## src/rtl/key_pkg.sv

```systemverilog
// Shared constants and helpers for the key conditioning blocks.
package key_pkg;

    // Sample tick of 10 ms from a 100 MHz clock.
    localparam int KEY_TICK_10MS_100MHZ = 1000000;

    // Bits needed to hold values 0..max_val; never less than one bit.
    function automatic int key_width(input int max_val);
        return (max_val < 1) ? 1 : $clog2(max_val + 1);
    endfunction

endpackage

```

## src/rtl/key_chan.sv

```systemverilog
// One key channel: synchroniser, polarity fix, stable-count debouncer,
// press/release pulses and optional hold-to-repeat pulses.
module key_chan
    import key_pkg::*;
#(
    parameter int ACTIVE_LOW = 0,
    parameter int STABLE_SMP = 3,
    parameter int REPEAT_DLY = 50,
    parameter int REPEAT_PER = 10
) (
    input  logic clk,
    input  logic rst,
    input  logic key_in,
    input  logic tick,
    output logic key_state,
    output logic key_press,
    output logic key_release,
    output logic key_repeat
);

    localparam logic IDLE_LVL = (ACTIVE_LOW != 0);
    localparam int   SW       = key_width(STABLE_SMP - 1);
    localparam logic [SW-1:0] S_LAST = SW'(STABLE_SMP - 1);

    logic          sync1;
    logic          sync2;
    logic          sample;
    logic [SW-1:0] stable_cnt;
    logic          flip;

    // NOTE: every clocked block uses non-blocking assignments so all flops
    // update together on the edge and sync2 really sees last cycle's sync1.
    always_ff @(posedge clk or posedge rst) begin
        if (rst) begin
            sync1 <= IDLE_LVL;
            sync2 <= IDLE_LVL;
        end else begin
            sync1 <= key_in;
            sync2 <= sync1;
        end
    end

    assign sample = sync2 ^ IDLE_LVL;

    // Deciding tick: enough consecutive samples disagree with the current level.
    assign flip = tick && (sample != key_state) && (stable_cnt == S_LAST);

    always_ff @(posedge clk or posedge rst) begin
        if (rst) begin
            stable_cnt  <= '0;
            key_state   <= 1'b0;
            key_press   <= 1'b0;
            key_release <= 1'b0;
        end else begin
            key_press   <= flip && !key_state;
            key_release <= flip && key_state;
            if (tick) begin
                if (sample == key_state) begin
                    stable_cnt <= '0;
                end else if (flip) begin
                    key_state  <= sample;
                    stable_cnt <= '0;
                end else begin
                    stable_cnt <= stable_cnt + 1'b1;
                end
            end
        end
    end

    generate
        if (REPEAT_DLY > 0) begin : g_rep
            localparam int HMAX = (REPEAT_DLY > REPEAT_PER) ? REPEAT_DLY : REPEAT_PER;
            localparam int HW   = key_width(HMAX);

            logic [HW-1:0] hold_cnt;
            logic [HW-1:0] hold_nxt;
            logic [HW-1:0] hold_tgt;
            logic          armed;

            // Before the first repeat the target is the initial delay, then the period;
            // the count restarts at each repeat so it stays bounded.
            assign hold_nxt = hold_cnt + 1'b1;
            assign hold_tgt = armed ? HW'(REPEAT_PER) : HW'(REPEAT_DLY);

            always_ff @(posedge clk or posedge rst) begin
                if (rst) begin
                    hold_cnt   <= '0;
                    armed      <= 1'b0;
                    key_repeat <= 1'b0;
                end else begin
                    key_repeat <= 1'b0;
                    if (!key_state || key_press) begin
                        hold_cnt <= '0;
                        armed    <= 1'b0;
                    end else if (tick && !flip) begin
                        if (hold_nxt == hold_tgt) begin
                            key_repeat <= 1'b1;
                            hold_cnt   <= '0;
                            armed      <= 1'b1;
                        end else begin
                            hold_cnt <= hold_nxt;
                        end
                    end
                end
            end
        end else begin : g_no_rep
            assign key_repeat = 1'b0;
        end
    endgenerate

endmodule

```

## src/rtl/key_debounce_n.sv

```systemverilog
// N-channel push-button conditioner; one shared sample-tick divider drives
// all key_chan instances.
module key_debounce_n
    import key_pkg::*;
#(
    parameter int N_KEYS     = 3,
    parameter int TICK_DIV   = KEY_TICK_10MS_100MHZ,
    parameter int STABLE_SMP = 3,
    parameter int ACTIVE_LOW = 0,
    parameter int REPEAT_DLY = 50,
    parameter int REPEAT_PER = 10
) (
    input  logic              clk,
    input  logic              rst,
    input  logic [N_KEYS-1:0] key_in,
    output logic [N_KEYS-1:0] key_state,
    output logic [N_KEYS-1:0] key_press,
    output logic [N_KEYS-1:0] key_release,
    output logic [N_KEYS-1:0] key_repeat
);

    localparam int TW = key_width(TICK_DIV - 1);

    logic [TW-1:0] tick_cnt;
    logic          tick;

    assign tick = (tick_cnt == TW'(TICK_DIV - 1));

    always_ff @(posedge clk or posedge rst) begin
        if (rst) begin
            tick_cnt <= '0;
        end else begin
            tick_cnt <= tick ? '0 : tick_cnt + 1'b1;
        end
    end

    generate
        for (genvar g = 0; g < N_KEYS; g++) begin : g_chan
            key_chan #(
                .ACTIVE_LOW (ACTIVE_LOW),
                .STABLE_SMP (STABLE_SMP),
                .REPEAT_DLY (REPEAT_DLY),
                .REPEAT_PER (REPEAT_PER)
            ) u_chan (
                .clk         (clk),
                .rst         (rst),
                .key_in      (key_in[g]),
                .tick        (tick),
                .key_state   (key_state[g]),
                .key_press   (key_press[g]),
                .key_release (key_release[g]),
                .key_repeat  (key_repeat[g])
            );
        end
    endgenerate

endmodule

```

## config.mk

```make
export PLATFORM = sky130hd
export DESIGN_NAME = key_debounce_n
export DESIGN_NICKNAME = d
export VERILOG_FILES = /design/src/rtl/key_pkg.sv /design/src/rtl/key_chan.sv /design/src/rtl/key_debounce_n.sv
export SDC_FILE = /design/constraint.sdc
export NUM_CORES = 1
export LEC_CHECK = 0
export CAP_MARGIN = 20
export CORE_UTILIZATION = 60
export DETAILED_ROUTE_END_ITERATION = 10
export GPL_TIMING_DRIVEN = 0
export MAX_ROUTING_LAYER = met4
export PLACE_DENSITY = 0.88
export SLEW_MARGIN = 20
export SYNTH_ARGS = -nofsm -noshare
export SYNTH_HDL_FRONTEND = slang
export SYNTH_SLANG_ARGS = --single-unit
```

## constraint.sdc

```tcl
create_clock -name clk -period 2.9 [get_ports clk]
set_input_delay 0.58 -clock clk [delete_from_list [all_inputs] [get_ports clk]]
set_output_delay 0.58 -clock clk [all_outputs]
set_load 0.01 [all_outputs]
```

==> flow_summary.json <==
{
  "clock_sinks": 65,
  "min_period_over_period_pct": 90.2,
  "crit_path_start_kind": "flop",
  "ys.flop_type": "dfrtp_1",
  "internal_power_mw": 1.27,
  "min_to": "g_chan[2].u_chan.sample",
  "rsz0062_at_grt": "false",
  "first_pass_iters": 5,
  "crit_path_max_fanout": 10,
  "drv_slew": 0,
  "power.switching_mw": 0.366,
  "async_flop_share_pct": 100,
  "yosysUniqueCellTypes": 58,
  "hold_violations": 0,
  "synth_seq_cells": 65,
  "final_cell_count_no_fill": 475,
  "h-tree-depth": 3,
  "finish.utilization_pct": 72.0,
  "worstSetupPathType": "reg2reg",
  "ir_drop_mv": 0.430,
  "grt_max_degree": 51,
  "final_area_um2": 4040,
  "clkLatencyLatePin_ns": 0.34,
  "die_h_um": 79.1,
  "synth.top_cell.area_share_pct": 45.6,
  "portBuffers": 16,
  "wirelength_um": 7330,
  "overflow": 0,
  "fin_worst_skew_ns": 0.00867,
  "grt_pass1_vias": 2777,
  "num_rows": 27,
  "syn_nets": 382,
  "synth_area_um2": 3570,
  "finalSetupTns_ns": 0,
  "required_ns": 3.16,
  "drtIter0Drc": 181,
  "drive_above_1_share_pct": 12.4,
  "yosysTopAreaCell": "dfrtp_1",
  "setup.worst_path.end_class": "flop",
  "n_antenna_cell": 0,
  "pwr-share-seq_pct": 55.7,
  "worst_pin_slew_ns": 0.657,
  "fill_cells": 398,
  "dp_hpwl_um": 5090,
  "io_pins": 17,
  "yosysSeqAreaShare_pct": 45.6,
  "hold_class": "reg2reg",
  "status": "finished clean",
  "clk_transition_reported_paths_ns": 0.07,
  "grt_pass1_wl_um": 12400,
  "reg2reg_to": "g_chan[0].u_chan.g_rep.hold_cnt[3]",
  "cts_tree": "done",
  "gp_congestion": 0.901,
  "viasPerCell": 6.16,
  "nets": 410,
  "p_sw_share_pct": 22.4,
  "synth_most_common_cell": "dfrtp_1",
  "drv_cap": 0,
  "die_width_um": 79.1,
  "synth.yosys.warnings": 0,
  "fmax_mhz": 382,
  "reg2reg_setup_slack_ns": 0.28,
  "min_from": "g_chan[2].u_chan.sync1",
  "p_leak_nw": 1.64,
  "core_um2": 5610,
  "cts_root_buf": "clkbuf_8",
  "min_path_cells": 0,
  "setup_viol": 0,
  "track_usage_pct": 26.4,
  "multiInputGateArea_um2": 1760,
  "rr_worst_depth": 6,
  "period_minus_slack_ns": 2.62,
  "cts_made_buffers": 9,
  "drt_drc_violations_left": 0,
  "postCtsSetupBuffers": 0,
  "pwr_density_cell_nw_per_um2": 406,
  "pwr-share-clk_pct": 42.4,
  "combPwrFrac_pct": 1.9,
  "placed_area_um2": 3850,
  "area_growth_syn_to_layout_pct": 13.1,
  "power.total_mw": 1.64,
  "initial_utilization_pct": 63.7,
  "clockBufferDepth": 2,
  "ant_nets": 0,
  "grt_antenna_before_repair": 0,
  "synth_edf_count": 0,
  "netlist_instances": 370,
  "synth_area_per_cell_um2": 9.65,
  "regArea_um2": 1630,
  "reg2reg_from": "tick_cnt[6]",
  "synth_common_cells": "65 x dfrtp_1, 27 x nand3_1, 26 x nand2_1, 20 x nor2_1, 20 x xnor2_1",
  "worstPathArrival_ns": 2.88,
  "vias": 2925,
  "placed_cells": 459,
  "die_area_um2": 6260,
  "synth_area_leaders": "dfrtp_1 46%, xnor2_1 4.9%, nand3_1 3.8%, nand2_1 2.7%, buf_4 2.5%",
  "wire_per_inst_um": 15.4,
  "max_slew_margin_pct": 55.7
}
-- timing repair --
action | 4_1_cts | 5_1_grt
resized for setup | 0 | 1
hold buffers | 0 | 0
setup endpoints to repair | 0 | 3
-- worst max-delay path, stage by stage, from the launching register on --
cell and delay [ns]:
dfrtp_1 0.47, or4b_4 0.57, nor4b_1 0.41, buf_2 0.29, nand3_1 0.14, or4_1 0.49
a21oi_1 0.15
-- flip-flops by register name, indices dropped and copies added, names as in the netlist --
register	flops
tick_cnt	20
g_chan.u_chan.g_rep.hold_cnt	18
g_chan.u_chan.stable_cnt	6
g_chan.u_chan.g_rep.armed	3
g_chan.u_chan.key_press	3
g_chan.u_chan.key_release	3
g_chan.u_chan.key_repeat	3
g_chan.u_chan.key_state	3
g_chan.u_chan.sample	3
g_chan.u_chan.sync1	3
-- layout by cell type (no fill, tap or decap), types with 3 or more instances in the layout --
cell              n
or2_2             4
nand3_1          27
or3_1             3
clkbuf_1         11
nor2b_1           7
o21a_1            3
nand4_1          10
nand2_1          26
nor3b_1           6
or3b_2            3
o31ai_1           5
clkbuf_8         11
nor2_1           20
nor3_1           16
xor2_1            7
ha_1              7
xnor2_1          20
buf_4            12
a311oi_1          3
or4_1             4
clkdlybuf4s50_1  16
mux2_2            5
nand2b_1          9
o21ai_0          16
dfrtp_1          65
and3_1            8
inv_1            13
a21oi_1           6
clkinv_2          3
o41ai_1           5
nor4b_1           4
nor4_1            3
-- through the flow --
stage	worst slack, ns	hold slack (ns)
floorplan	0.547	0.331
global placement	-0.344	0.335
detailed placement	0.0527	0.344
CTS	0.0300	0.360
global route	0.202	0.366
finish	0.284	0.355
-- cell families (layout without fill, tap and decap cells) --
family	Yosys count	count (layout)	share of synthesized area [%]
AND/OR/NAND/NOR	162	162	25.3
adder cells (fa/ha/maj)	7	7	2.45
multiplexers	7	7	2.14
XOR/XNOR	27	27	6.62
AO/OA/AOI/OAI	63	63	12.5
flip-flops	65	65	45.6
buffers and inverters	39	72	5.43
-- routing by layer --
layer | track usage [%] | vias up | share of wire (%)
met1 | 31.7 | 1413 | 44
met4 | 11.1 | 0 | 1.7
li1 | - | 1399 | -
met5 | - | - | 0
met3 | 5.40 | 15 | 4.3
met2 | 43.4 | 98 | 50
-- worst max-delay path by stage --
stage / start / to / slack (ns)
final: tick_cnt[6] / g_chan[0].u_chan.g_rep.hold_cnt[3] / 0.28
after floorplan: tick_cnt[6] / g_chan[0].u_chan.g_rep.hold_cnt[5] / 0.55
after detailed placement: tick_cnt[6] / g_chan[2].u_chan.key_state / 0.05
after CTS: tick_cnt[6] / g_chan[2].u_chan.key_state / 0.03
after global placement: rst / g_chan[1].u_chan.g_rep.hold_cnt[5] / -0.34
after global routing: g_chan[0].u_chan.g_rep.hold_cnt[0] / g_chan[0].u_chan.key_repeat / 0.20
-- cell type report --
cell class | instances | share of cell area (%)
clock buffers | 11 | 3.75
repair buffers | 17 | 4.65
well taps | 72 | 2.23
multi-input cells | 266 | 43.5
clock inverters | 5 | 0.744
plain buffers | 25 | 3.50
inverters | 14 | 1.36
flip-flops and latches | 65 | 40.3
-- power groups by stage --
stage	Combinational (mW)	Clock (mW)	Sequential, mW
after floorplan	0.0158	0	0.930
after global placement	0.0257	0	0.931
after detailed placement	0.0321	0	0.931
after CTS	0.0321	0.708	0.914
after global routing	0.0351	0.740	0.914
final	0.0304	0.695	0.914
Note: power is estimated with default switching activity, not from simulation.
